<file path="src/rtl/ctrl_bm_gen.sv">
// rtl/ctrl_bm_gen.sv - bin-manager phase sequencer with watchdog, iteration limit, abort and statistics
//
// Purpose: sequences read-info, load, core, find-backtrack-level, backtrack-across-bin
// and update phases. Each phase start is a one-cycle registered pulse, and each phase
// ends on its done handshake. A run ends in DONE with exactly one of sat/unsat/abort set.
//
// Ports:
//   clk, rst                     clock, asynchronous active-high reset
//   start_bm_i                   start a run (accepted in IDLE or DONE)
//   abort_i                      user abort (ignored in IDLE and DONE)
//   timeout_cfg_i                per-phase cycle limit, 0 disables the watchdog
//   max_iter_i                   core-run limit checked on LOAD entry, 0 disables it
//   done_bm_o                    high while in DONE
//   global_sat/unsat/abort_o     sticky run result
//   err_code_o, err_phase_o      error cause and the phase that timed out
//   cur_bin_num_o, request_bin_num_o, cur_lvl_o   current bin / level
//   iter_cnt_o, bkt_cnt_o        saturating core-run and cross-bin backtrack counts
//   start_*_o / done_*_i         sub-block handshakes plus their data
module ctrl_bm_gen #(
  parameter int WIDTH_BIN_ID  = 10,
  parameter int WIDTH_CLAUSES = 16,
  parameter int WIDTH_LVL     = 16,
  parameter int WIDTH_TMO     = 16,
  parameter int WIDTH_ITER    = 24
) (
  input  logic                     clk,
  input  logic                     rst,
  input  logic                     start_bm_i,
  input  logic                     abort_i,
  input  logic [WIDTH_TMO-1:0]     timeout_cfg_i,
  input  logic [WIDTH_ITER-1:0]    max_iter_i,
  output logic                     done_bm_o,
  output logic                     global_sat_o,
  output logic                     global_unsat_o,
  output logic                     global_abort_o,
  output logic [1:0]               err_code_o,
  output logic [2:0]               err_phase_o,
  output logic [WIDTH_BIN_ID-1:0]  cur_bin_num_o,
  output logic [WIDTH_BIN_ID-1:0]  request_bin_num_o,
  output logic [WIDTH_LVL-1:0]     cur_lvl_o,
  output logic [WIDTH_ITER-1:0]    iter_cnt_o,
  output logic [WIDTH_ITER-1:0]    bkt_cnt_o,
  output logic                     start_rdinfo_o,
  input  logic                     done_rdinfo_i,
  input  logic [WIDTH_CLAUSES-1:0] nb_all_i,
  output logic                     start_load_o,
  input  logic                     done_load_i,
  output logic                     start_core_o,
  input  logic                     done_core_i,
  input  logic                     local_sat_i,
  input  logic [WIDTH_LVL-1:0]     cur_lvl_from_core_i,
  output logic                     start_find_o,
  input  logic                     done_find_i,
  input  logic [WIDTH_LVL-1:0]     bkt_lvl_from_find_i,
  input  logic [WIDTH_BIN_ID-1:0]  bkt_bin_from_find_i,
  output logic                     start_bkt_o,
  input  logic                     done_bkt_i,
  output logic                     start_update_o,
  input  logic                     done_update_i
);

  typedef enum logic [2:0] {
    S_IDLE           = 3'd0,
    S_RD_BIN_INFO    = 3'd1,
    S_LOAD_BIN       = 3'd2,
    S_RUN_CORE       = 3'd3,
    S_FIND_BKT_LVL   = 3'd4,
    S_BKT_ACROSS_BIN = 3'd5,
    S_UPDATE_BIN     = 3'd6,
    S_DONE           = 3'd7
  } state_t;

  localparam logic [WIDTH_BIN_ID-1:0] BIN_ONE  = {{(WIDTH_BIN_ID-1){1'b0}}, 1'b1};
  localparam logic [WIDTH_ITER-1:0]   ITER_ONE = {{(WIDTH_ITER-1){1'b0}}, 1'b1};
  localparam logic [WIDTH_TMO-1:0]    TMO_ONE  = {{(WIDTH_TMO-1){1'b0}}, 1'b1};

  state_t                   state_q, state_d;
  logic                     sat_q, sat_d, unsat_q, unsat_d, abt_q, abt_d;
  logic [1:0]               err_code_q, err_code_d;
  logic [2:0]               err_phase_q, err_phase_d;
  logic [WIDTH_BIN_ID-1:0]  cur_bin_q, cur_bin_d;
  logic [WIDTH_CLAUSES-1:0] nb_all_q, nb_all_d;
  logic [WIDTH_LVL-1:0]     cur_lvl_q, cur_lvl_d;
  logic [WIDTH_ITER-1:0]    iter_q, iter_d, bkt_q, bkt_d;
  logic [WIDTH_TMO-1:0]     wd_q, wd_d;
  logic                     from_core_q, from_core_d;
  logic                     armed_q, armed_d;
  // start_q[i] is the start pulse of state i+1 (RD_BIN_INFO .. UPDATE_BIN)
  logic [5:0]               start_q, start_d;

  logic                     in_phase, done_sel, done_ok, tmo_hit, load_blocked, bin_is_last, enter;
  logic [WIDTH_ITER-1:0]    iter_inc, bkt_inc;

  assign in_phase     = (state_q != S_IDLE) && (state_q != S_DONE);
  // armed_q goes high the cycle after the phase pulse, so dones during the
  // pulse cycle or before it are dropped.
  assign done_ok      = armed_q && done_sel;
  assign tmo_hit      = (timeout_cfg_i != '0) && (wd_q >= timeout_cfg_i);
  assign load_blocked = (max_iter_i != '0) && (iter_q >= max_iter_i);
  assign bin_is_last  = ({{WIDTH_CLAUSES{1'b0}}, cur_bin_q} == {{WIDTH_BIN_ID{1'b0}}, nb_all_q});
  assign iter_inc     = (&iter_q) ? iter_q : iter_q + ITER_ONE;
  assign bkt_inc      = (&bkt_q) ? bkt_q : bkt_q + ITER_ONE;

  always_comb begin
    done_sel = 1'b0;
    case (state_q)
      S_RD_BIN_INFO:    done_sel = done_rdinfo_i;
      S_LOAD_BIN:       done_sel = done_load_i;
      S_RUN_CORE:       done_sel = done_core_i;
      S_FIND_BKT_LVL:   done_sel = done_find_i;
      S_BKT_ACROSS_BIN: done_sel = done_bkt_i;
      S_UPDATE_BIN:     done_sel = done_update_i;
      default:          done_sel = 1'b0;
    endcase
  end

  always_comb begin
    state_d     = state_q;
    sat_d       = sat_q;
    unsat_d     = unsat_q;
    abt_d       = abt_q;
    err_code_d  = err_code_q;
    err_phase_d = err_phase_q;
    cur_bin_d   = cur_bin_q;
    nb_all_d    = nb_all_q;
    cur_lvl_d   = cur_lvl_q;
    iter_d      = iter_q;
    bkt_d       = bkt_q;
    from_core_d = from_core_q;
    wd_d        = wd_q;
    armed_d     = armed_q;
    start_d     = '0;

    case (state_q)
      S_IDLE, S_DONE: begin
        if (start_bm_i) begin
          state_d     = S_RD_BIN_INFO;
          sat_d       = 1'b0;
          unsat_d     = 1'b0;
          abt_d       = 1'b0;
          err_code_d  = 2'd0;
          err_phase_d = 3'd0;
          iter_d      = '0;
          bkt_d       = '0;
          cur_bin_d   = BIN_ONE;
          cur_lvl_d   = '0;
        end
      end
      default: begin
        if (abort_i) begin
          state_d    = S_DONE;
          abt_d      = 1'b1;
          err_code_d = 2'd1;
        end else if (done_ok) begin
          case (state_q)
            S_RD_BIN_INFO: begin
              nb_all_d = nb_all_i;
              if (nb_all_i == '0) begin
                state_d = S_DONE;
                sat_d   = 1'b1;
              end else begin
                state_d = S_LOAD_BIN;
              end
            end
            S_LOAD_BIN: state_d = S_RUN_CORE;
            S_RUN_CORE: begin
              if (local_sat_i && bin_is_last) begin
                state_d = S_DONE;
                sat_d   = 1'b1;
              end else if (local_sat_i) begin
                state_d     = S_UPDATE_BIN;
                cur_lvl_d   = cur_lvl_from_core_i;
                from_core_d = 1'b1;
              end else begin
                state_d = S_FIND_BKT_LVL;
              end
            end
            S_FIND_BKT_LVL: begin
              if (bkt_bin_from_find_i == '0) begin
                state_d = S_DONE;
                unsat_d = 1'b1;
              end else begin
                state_d   = S_BKT_ACROSS_BIN;
                cur_lvl_d = bkt_lvl_from_find_i;
                cur_bin_d = bkt_bin_from_find_i;
                bkt_d     = bkt_inc;
              end
            end
            S_BKT_ACROSS_BIN: begin
              state_d     = S_UPDATE_BIN;
              from_core_d = 1'b0;
            end
            S_UPDATE_BIN: begin
              if (from_core_q) cur_bin_d = cur_bin_q + BIN_ONE;
              // The iteration limit is judged on LOAD entry: a blocked load
              // never enters LOAD_BIN, so no load pulse is produced.
              if (load_blocked) begin
                state_d    = S_DONE;
                abt_d      = 1'b1;
                err_code_d = 2'd2;
              end else begin
                state_d = S_LOAD_BIN;
              end
            end
            default: state_d = state_q;
          endcase
        end else if (tmo_hit) begin
          state_d     = S_DONE;
          abt_d       = 1'b1;
          err_code_d  = 2'd3;
          err_phase_d = state_q;
        end
      end
    endcase

    // No state has a self-loop, so every entry shows up as a state change.
    enter = (state_d != state_q);

    if (enter && (state_d == S_RUN_CORE)) iter_d = iter_inc;

    // The watchdog holds the number of cycles spent in the current phase, counting its first cycle as 1.
    if (enter)                       wd_d = TMO_ONE;
    else if (in_phase && !(&wd_q))   wd_d = wd_q + TMO_ONE;

    armed_d = enter ? 1'b0 : (armed_q || (start_q != '0));

    if (enter) begin
      case (state_d)
        S_RD_BIN_INFO:    start_d[0] = 1'b1;
        S_LOAD_BIN:       start_d[1] = 1'b1;
        S_RUN_CORE:       start_d[2] = 1'b1;
        S_FIND_BKT_LVL:   start_d[3] = 1'b1;
        S_BKT_ACROSS_BIN: start_d[4] = 1'b1;
        S_UPDATE_BIN:     start_d[5] = 1'b1;
        default:          start_d    = '0;
      endcase
    end
  end

  always_ff @(posedge clk or posedge rst) begin
    if (rst) begin
      state_q     <= S_IDLE;
      sat_q       <= 1'b0;
      unsat_q     <= 1'b0;
      abt_q       <= 1'b0;
      err_code_q  <= 2'd0;
      err_phase_q <= 3'd0;
      cur_bin_q   <= BIN_ONE;
      nb_all_q    <= '0;
      cur_lvl_q   <= '0;
      iter_q      <= '0;
      bkt_q       <= '0;
      wd_q        <= '0;
      from_core_q <= 1'b0;
      armed_q     <= 1'b0;
      start_q     <= '0;
    end else begin
      state_q     <= state_d;
      sat_q       <= sat_d;
      unsat_q     <= unsat_d;
      abt_q       <= abt_d;
      err_code_q  <= err_code_d;
      err_phase_q <= err_phase_d;
      cur_bin_q   <= cur_bin_d;
      nb_all_q    <= nb_all_d;
      cur_lvl_q   <= cur_lvl_d;
      iter_q      <= iter_d;
      bkt_q       <= bkt_d;
      wd_q        <= wd_d;
      from_core_q <= from_core_d;
      armed_q     <= armed_d;
      start_q     <= start_d;
    end
  end

  assign done_bm_o         = (state_q == S_DONE);
  assign global_sat_o      = sat_q;
  assign global_unsat_o    = unsat_q;
  assign global_abort_o    = abt_q;
  assign err_code_o        = err_code_q;
  assign err_phase_o       = err_phase_q;
  assign cur_bin_num_o     = cur_bin_q;
  assign request_bin_num_o = cur_bin_q;
  assign cur_lvl_o         = cur_lvl_q;
  assign iter_cnt_o        = iter_q;
  assign bkt_cnt_o         = bkt_q;
  assign start_rdinfo_o    = start_q[0];
  assign start_load_o      = start_q[1];
  assign start_core_o      = start_q[2];
  assign start_find_o      = start_q[3];
  assign start_bkt_o       = start_q[4];
  assign start_update_o    = start_q[5];

endmodule

</file>
<file path="config.mk">
export PLATFORM = sky130hd
export DESIGN_NAME = ctrl_bm_gen
export DESIGN_NICKNAME = d
export VERILOG_FILES = /design/src/rtl/ctrl_bm_gen.sv
export SDC_FILE = /design/constraint.sdc
export NUM_CORES = 1
export LEC_CHECK = 0
export CORE_MARGIN = 1
export CORE_UTILIZATION = 49
export DETAILED_ROUTE_END_ITERATION = 10
export PLACE_DENSITY = 0.81
export SYNTH_ARGS = -nofsm -noshare
export SYNTH_HDL_FRONTEND = slang
export SYNTH_SLANG_ARGS = --single-unit
</file>
<file path="constraint.sdc">
create_clock -name clk -period 5.4 [get_ports clk]
set_input_delay 1.08 -clock clk [delete_from_list [all_inputs] [get_ports clk]]
set_output_delay 1.08 -clock clk [all_outputs]
set_load 0.01 [all_outputs]
</file>
==> metrics, run 1 <==
CP arrival=4.29 ns; clock root buffer=clkbuf_16; CP Capture Type=register; EDFF count, synth=0; Crit Path Class=in2reg; fin util=0.688; outcome=complete, no violations; fin. max-slew vios=0; post-CTS sizing=0; Avg Cell Area, Syn=9.07 µm²; Slew HR=0.446; # IOs=208; Core ar.=15300 µm²; first-pass GRT wire length=33400 µm; crit-path leading delay family=compound AO/OA/AOI/OAI gates; post-synthesis sequential area ratio=0.406; gr usage total=0.260; Routed wire per std cell=16.1 µm; routing usage on met3=0.0645; Initial Util=0.505; Fmax=249 MHz; Setup crit start=max_iter_i[17]; Design Power=0.00397 W; area leader, netlist=dfrtp_1; Tcrit/Tclk final=0.742; initial antenna violation count=0; drt pass-1 iters=5; RSZ-0062 raised after global routing=false; Post-CTS Setup Bufs=0; CTS H-tree lvls=4; fraction of layout cells with a size suffix above 1=0.0701; Worst Skew=0.00853 ns; Yosys cell types=71; Synth Instances=849; async set-or-reset flop fraction in the synthesized netlist=1.00; FF+latch count, synth=125; DRT Wirelength=20400 µm; average vias per placed instance=5.58; CTS tree=yes; top cells by count, synth=dfrtp_1 (124), nand2_1 (89), nor2_1 (84); most common cell in the netlist=dfrtp_1; met1 Usage GRT=0.346; DRT iter0 DRCs=401; final worst path period need=4.01 ns; Post-CTS Hold Fix Bufs=0; Longest Clk Path Bufs=2; P&R area growth vs syn=36.3%; Least-Margin Pin Slew=0.830 ns; chip height=127 µm; DRC viols=0; Top Usage Layer GRT=met2; die width=127 µm; largest net degree at the start of global routing=68; Required @ worst endpoint=5.68 ns; final setup violating endpoints=0; CP cell instances=clkdlybuf4s50_1 > inv_1 > ha_1 > a21o_1 > nand3_1 > a21oi_1 > a2111oi_0 > a31oi_1 > o31a_1 > or4b_4 > nor4_1 > nor3_1; routed vias=7058; Post-DP HPWL=15000 µm; Pwr per Cell Area=379 nW/µm²; vias in the first global route=6810; Reg2Reg Setup Slack=1.78 ns; worst min path class=reg2reg; top cell type's share of synthesized area=0.403; Leak=4.63 nW; worst skew pair latency=0.42 ns; Max VDD drop=0.261 mV; slowest cell on the critical path=or4b_4; Crit path largest cell delay=0.54 ns; Max Cap Viol=0; top_reg_cell synth=dfrtp_1; worst hold start=cur_lvl_o[2]; final non-filler cell total=1266; worst path buffer plus inverter count=2; worst reg2reg path startpoint=state_q[1]; post-synthesis net count=1002; top cells by area, synth=dfrtp_1 (40%), ha_1 (7.1%), nand2_1 (4.3%); CP max FO=4; DP Cell Count=1234; CTS buffer count=17; Final Hold Vio Count=0; Port Buf Inserts=207; Mapped Area=7700 µm²; Row Count=45; Final nets=1195; M2 GR Usage=0.418; setup TNS=0 ns; gpl congestion=0.882; Post-DRT Antenna Nets=0; Syn. warnings=0; number of antenna diodes=0; total gr overflow=0; Clock transition at path regs=0.05 ns; Worst setup SP type=primary input; Die Area=16200 µm²; clk sinks=125
-- worst min-delay path, stage by stage, from the launching register on --
cell     delay (ns)
dfrtp_1        0.33
nand2_1        0.05
o31ai_1        0.05
-- metrics by stage --
step	hold WS (ns)	area (µm²)	worst slack (ns)
3_3_place_gp	0.458	9890	1.05
3_5_place_dp	0.465	9890	1.01
2_1_floorplan	0.452	7700	0.994
4_1_cts	0.477	10500	1.45
5_1_grt	0.498	10500	1.27
6_report	0.473	10500	1.39
-- area by class of cell --
class | count | area (µm²)
clock buffers | 25 | 495
repair buffers | 216 | 2140
inverters | 50 | 190
well taps | 211 | 264
flip-flops and latches | 125 | 3130
multi-input cells | 632 | 4170
clock inverters | 7 | 110
fillers | 1214 | 4760
-- registers in the layout, summed over array words and instances (netlist names) --
| signal | cells |
|---|---|
| bkt_cnt_o | 24 |
| iter_cnt_o | 24 |
| cur_lvl_o | 16 |
| nb_all_q | 16 |
| wd_q | 16 |
| cur_bin_num_o | 10 |
| start_q | 6 |
| err_phase_o | 3 |
| state_q | 3 |
| err_code_o | 2 |
| armed_q | 1 |
| from_core_q | 1 |
| global_abort_o | 1 |
| global_sat_o | 1 |
| global_unsat_o | 1 |
-- cells by family after synthesis --
family / synth area share
flip-flops: 0.406
multiplexers: 0.0588
AO/OA/AOI/OAI: 0.130
adder cells (fa/ha/maj): 0.0715
AND/OR/NAND/NOR: 0.232
XOR/XNOR: 0.0489
buffers and inverters: 0.0531
-- path summary, 6_finish.rpt --
path	endpoint	depth (start not counted)
max	iter_cnt_o[22]	12
min	cur_lvl_o[2]	2
max reg2reg	bkt_cnt_o[20]	9
min reg2reg	cur_lvl_o[2]	2
max in group asynchronous	cur_bin_num_o[0]	3
min in group asynchronous	wd_q[2]	2
-- per-layer routing --
| layer | wire length, µm | part of all wire |
|---|---|---|
| met2 | 9520 | 0.47 |
| met3 | 1430 | 0.070 |
| met1 | 9090 | 0.44 |
| met4 | 396 | 0.019 |
| met5 | 0 | 0 |
-- placed cells by master (no fill, tap or decap), types with 5 or more instances in the layout --
cell             instances
or3_1                    8
buf_4                    9
nand4_1                 24
nor3_1                  21
clkdlybuf4s50_1        207
o31ai_1                 16
xor2_1                  24
dfrtp_1                124
nor2_1                  84
nor2b_1                  7
and3_1                  16
nor4_1                  21
xnor2_1                 19
nand2_1                 89
clkbuf_16               17
nand2b_1                 6
mux2i_1                 25
a21oi_1                 33
o211ai_1                 5
and4_1                   9
mux2_2                  17
inv_1                   49
nand3_1                 32
ha_1                    44
o21ai_0                 45
-- report_power, final --
group	internal, W	leakage (nW)	switching (W)
sequential	0.00114	1.69	0.000240
clock	0.000772	0.301	0.000400
combinational	0.000685	2.64	0.000740
total	0.00259	4.63	0.00138
Note: power is estimated with default switching activity, not from simulation.
==> run 2, diff against run 1 <==
--- a/config.mk
+++ b/config.mk
@@ -6,9 +6,9 @@
 export NUM_CORES = 1
 export LEC_CHECK = 0
 export CORE_MARGIN = 1
-export CORE_UTILIZATION = 49
+export CORE_UTILIZATION = 45
 export DETAILED_ROUTE_END_ITERATION = 10
-export PLACE_DENSITY = 0.81
+export PLACE_DENSITY = 0.78
 export SYNTH_ARGS = -nofsm -noshare
 export SYNTH_HDL_FRONTEND = slang
 export SYNTH_SLANG_ARGS = --single-unit
==> constraint.sdc (replaced) <==
create_clock -name clk -period 3.26 [get_ports clk]
set_input_delay 0.652 -clock clk [delete_from_list [all_inputs] [get_ports clk]]
set_output_delay 0.652 -clock clk [all_outputs]
set_load 0.01 [all_outputs]
==> metrics, run 2 (same netlist as run 1, synthesis figures left out) <==
outcome=complete, no violations; Leak=5.33 nW (+15%); Design Power=0.00691 W (+74%); slowest cell on the critical path=or4_1; CP arrival=3.56 ns (-0.73 ns); Post-DRT Antenna Nets=0 (unchanged); crit-path leading delay family=compound AO/OA/AOI/OAI gates; CTS H-tree lvls=4 (unchanged); Final Hold Vio Count=0 (unchanged); Clock transition at path regs=0.06 ns (about the same); initial antenna violation count=0 (unchanged); Crit path largest cell delay=0.52 ns (-0.02 ns); Final nets=1273 (+6.5%); Max Cap Viol=0 (unchanged); Core ar.=16600 µm² (+9.1%); # IOs=208 (unchanged); CTS tree=yes; Slew HR=0.533 (+0.0866); final setup violating endpoints=0 (unchanged); Least-Margin Pin Slew=0.699 ns (-0.131 ns); setup TNS=0 ns (unchanged); total gr overflow=0 (unchanged); Routed wire per std cell=17.0 µm (+5.2%); worst skew pair latency=0.42 ns (about the same); final hold slack=0.471 ns (-0.00127 ns); Required @ worst endpoint=3.61 ns (-2.07 ns); worst min path class=reg2reg; gr usage total=0.256 (-0.00446); CP cell instances=clkdlybuf4s50_1 > inv_1 > ha_1 > nand3_1 > a21boi_2 > o41ai_4 > a31oi_2 > o31a_1 > buf_6 > a21bo_4 > or4_1 > o21ai_1; Worst setup SP type=primary input; Max VDD drop=0.398 mV (+52%); Fmax=312 MHz; Worst Skew=0.0134 ns (+0.00490 ns); Longest Clk Path Bufs=2 (unchanged); Post-CTS Hold Fix Bufs=0 (unchanged); Crit Path Class=in2reg; die width=133 µm (+4.3%); most frequent cells in the layout=clkdlybuf4s50_1 (175), dfrtp_1 (124), nand2_1 (89); drt pass-1 iters=5 (unchanged); commonest non-fill, non-tap cell in the layout=clkdlybuf4s50_1; number of antenna diodes=0 (unchanged); fraction of layout cells with a size suffix above 1=0.178 (+0.108); fin. max-slew vios=0 (unchanged); vias in the first global route=7285 (+7.0%); Tcrit/Tclk final=0.984; CTS buffer count=17 (unchanged); first-pass GRT wire length=35900 µm (+7.3%); DRT Wirelength=23000 µm (+12%); Port Buf Inserts=207 (unchanged); P&R area growth vs syn=50.0%; DRT iter0 DRCs=329 (-18%); Pwr per Cell Area=598 nW/µm² (+58%); worst hold start=cur_lvl_o[12]; clock root buffer=clkbuf_16; Initial Util=0.463 (-0.0420); worst reg2reg path startpoint=wd_q[15]; largest net degree at the start of global routing=54 (-21%); clk sinks=125 (unchanged); Setup crit start=max_iter_i[5]; Die Area=17600 µm² (+8.8%); DRC viols=0 (unchanged); average vias per placed instance=5.52 (-0.93%); routed vias=7473 (+5.9%); Post-DP HPWL=16400 µm (+9.6%); CP Capture Type=register; worst path buffer plus inverter count=3 (+1); final worst path period need=3.21 ns; Row Count=47 (+4.4%); gpl congestion=0.886 (+0.45%); chip height=133 µm (+4.3%); CP max FO=5 (+1)
==> run 2: per-stage QoR <==
| step | util | std cells | instance area (µm²) | setup slack, ns |
|---|---|---|---|---|
| 6_report | 0.694 | 1353 | 11600 | 0.0513 |
| 5_1_grt | 0.694 | 1353 | 11600 | -0.0627 |
| 4_1_cts | 0.666 | 1346 | 11100 | -0.0519 |
| 3_5_place_dp | 0.629 | 1314 | 10500 | -0.618 |
| 3_3_place_gp | 0.629 | 1314 | 10500 | -0.561 |
| 2_1_floorplan | - | 849 | 7700 | 0.196 |
==> run 2: cell type report <==
| cell class | count | area (µm²) |
|---|---|---|
| multi-input combinational | 633 | 4520 |
| tap | 220 | 275 |
| sequential | 125 | 3130 |
| fill | 1269 | 5090 |
| clock buffer | 26 | 519 |
| timing repair buffer | 293 | 2840 |
| clock inverter | 6 | 80.1 |
| inverter | 50 | 191 |
==> run 2: power by group <==
group / switching (W) / internal [W]
sequential: 0.000334 / 0.00188
combinational: 0.00142 / 0.00138
clock: 0.000652 / 0.00124
total: 0.00240 / 0.00451
==> run 2: what timing repair did <==
action | in CTS | in global routing
buffers inserted | 0 | 6
endpoints found under the setup margin | 28 | 28
gates resized for setup | 4 | 91
pin swaps | 2 | 35
cloned | 0 | 1
==> run 2: worst register-to-register path: cells and delay by family, from the launching register on <==
family | cells | cell delay, ns
AO/OA/AOI/OAI | 7 | 1.74
AND/OR/NAND/NOR | 2 | 0.59
flip-flops | 1 | 0.44
adder cells (fa/ha/maj) | 1 | 0.29
==> run 2: path summary, 6_finish.rpt <==
check                                       to  slack (ns)  depth (start not counted)
worst max-delay path            iter_cnt_o[13]        0.05                         12
worst max register to register  iter_cnt_o[13]        0.14                         10
worst min-delay path             cur_lvl_o[12]        0.47                          2
min in group asynchronous       err_phase_o[2]        0.70                          2
max in group asynchronous             wd_q[11]        1.81                          3
worst min register to register   cur_lvl_o[12]        0.47                          2
==> run 2: metal layers <==
layer	vias up	GRT usage	share of wire
li1	3583	-	-
met1	3567	0.317	0.42
met2	268	0.425	0.48
met3	55	0.0632	0.063
met4	0	0.107	0.031
met5	-	0	0
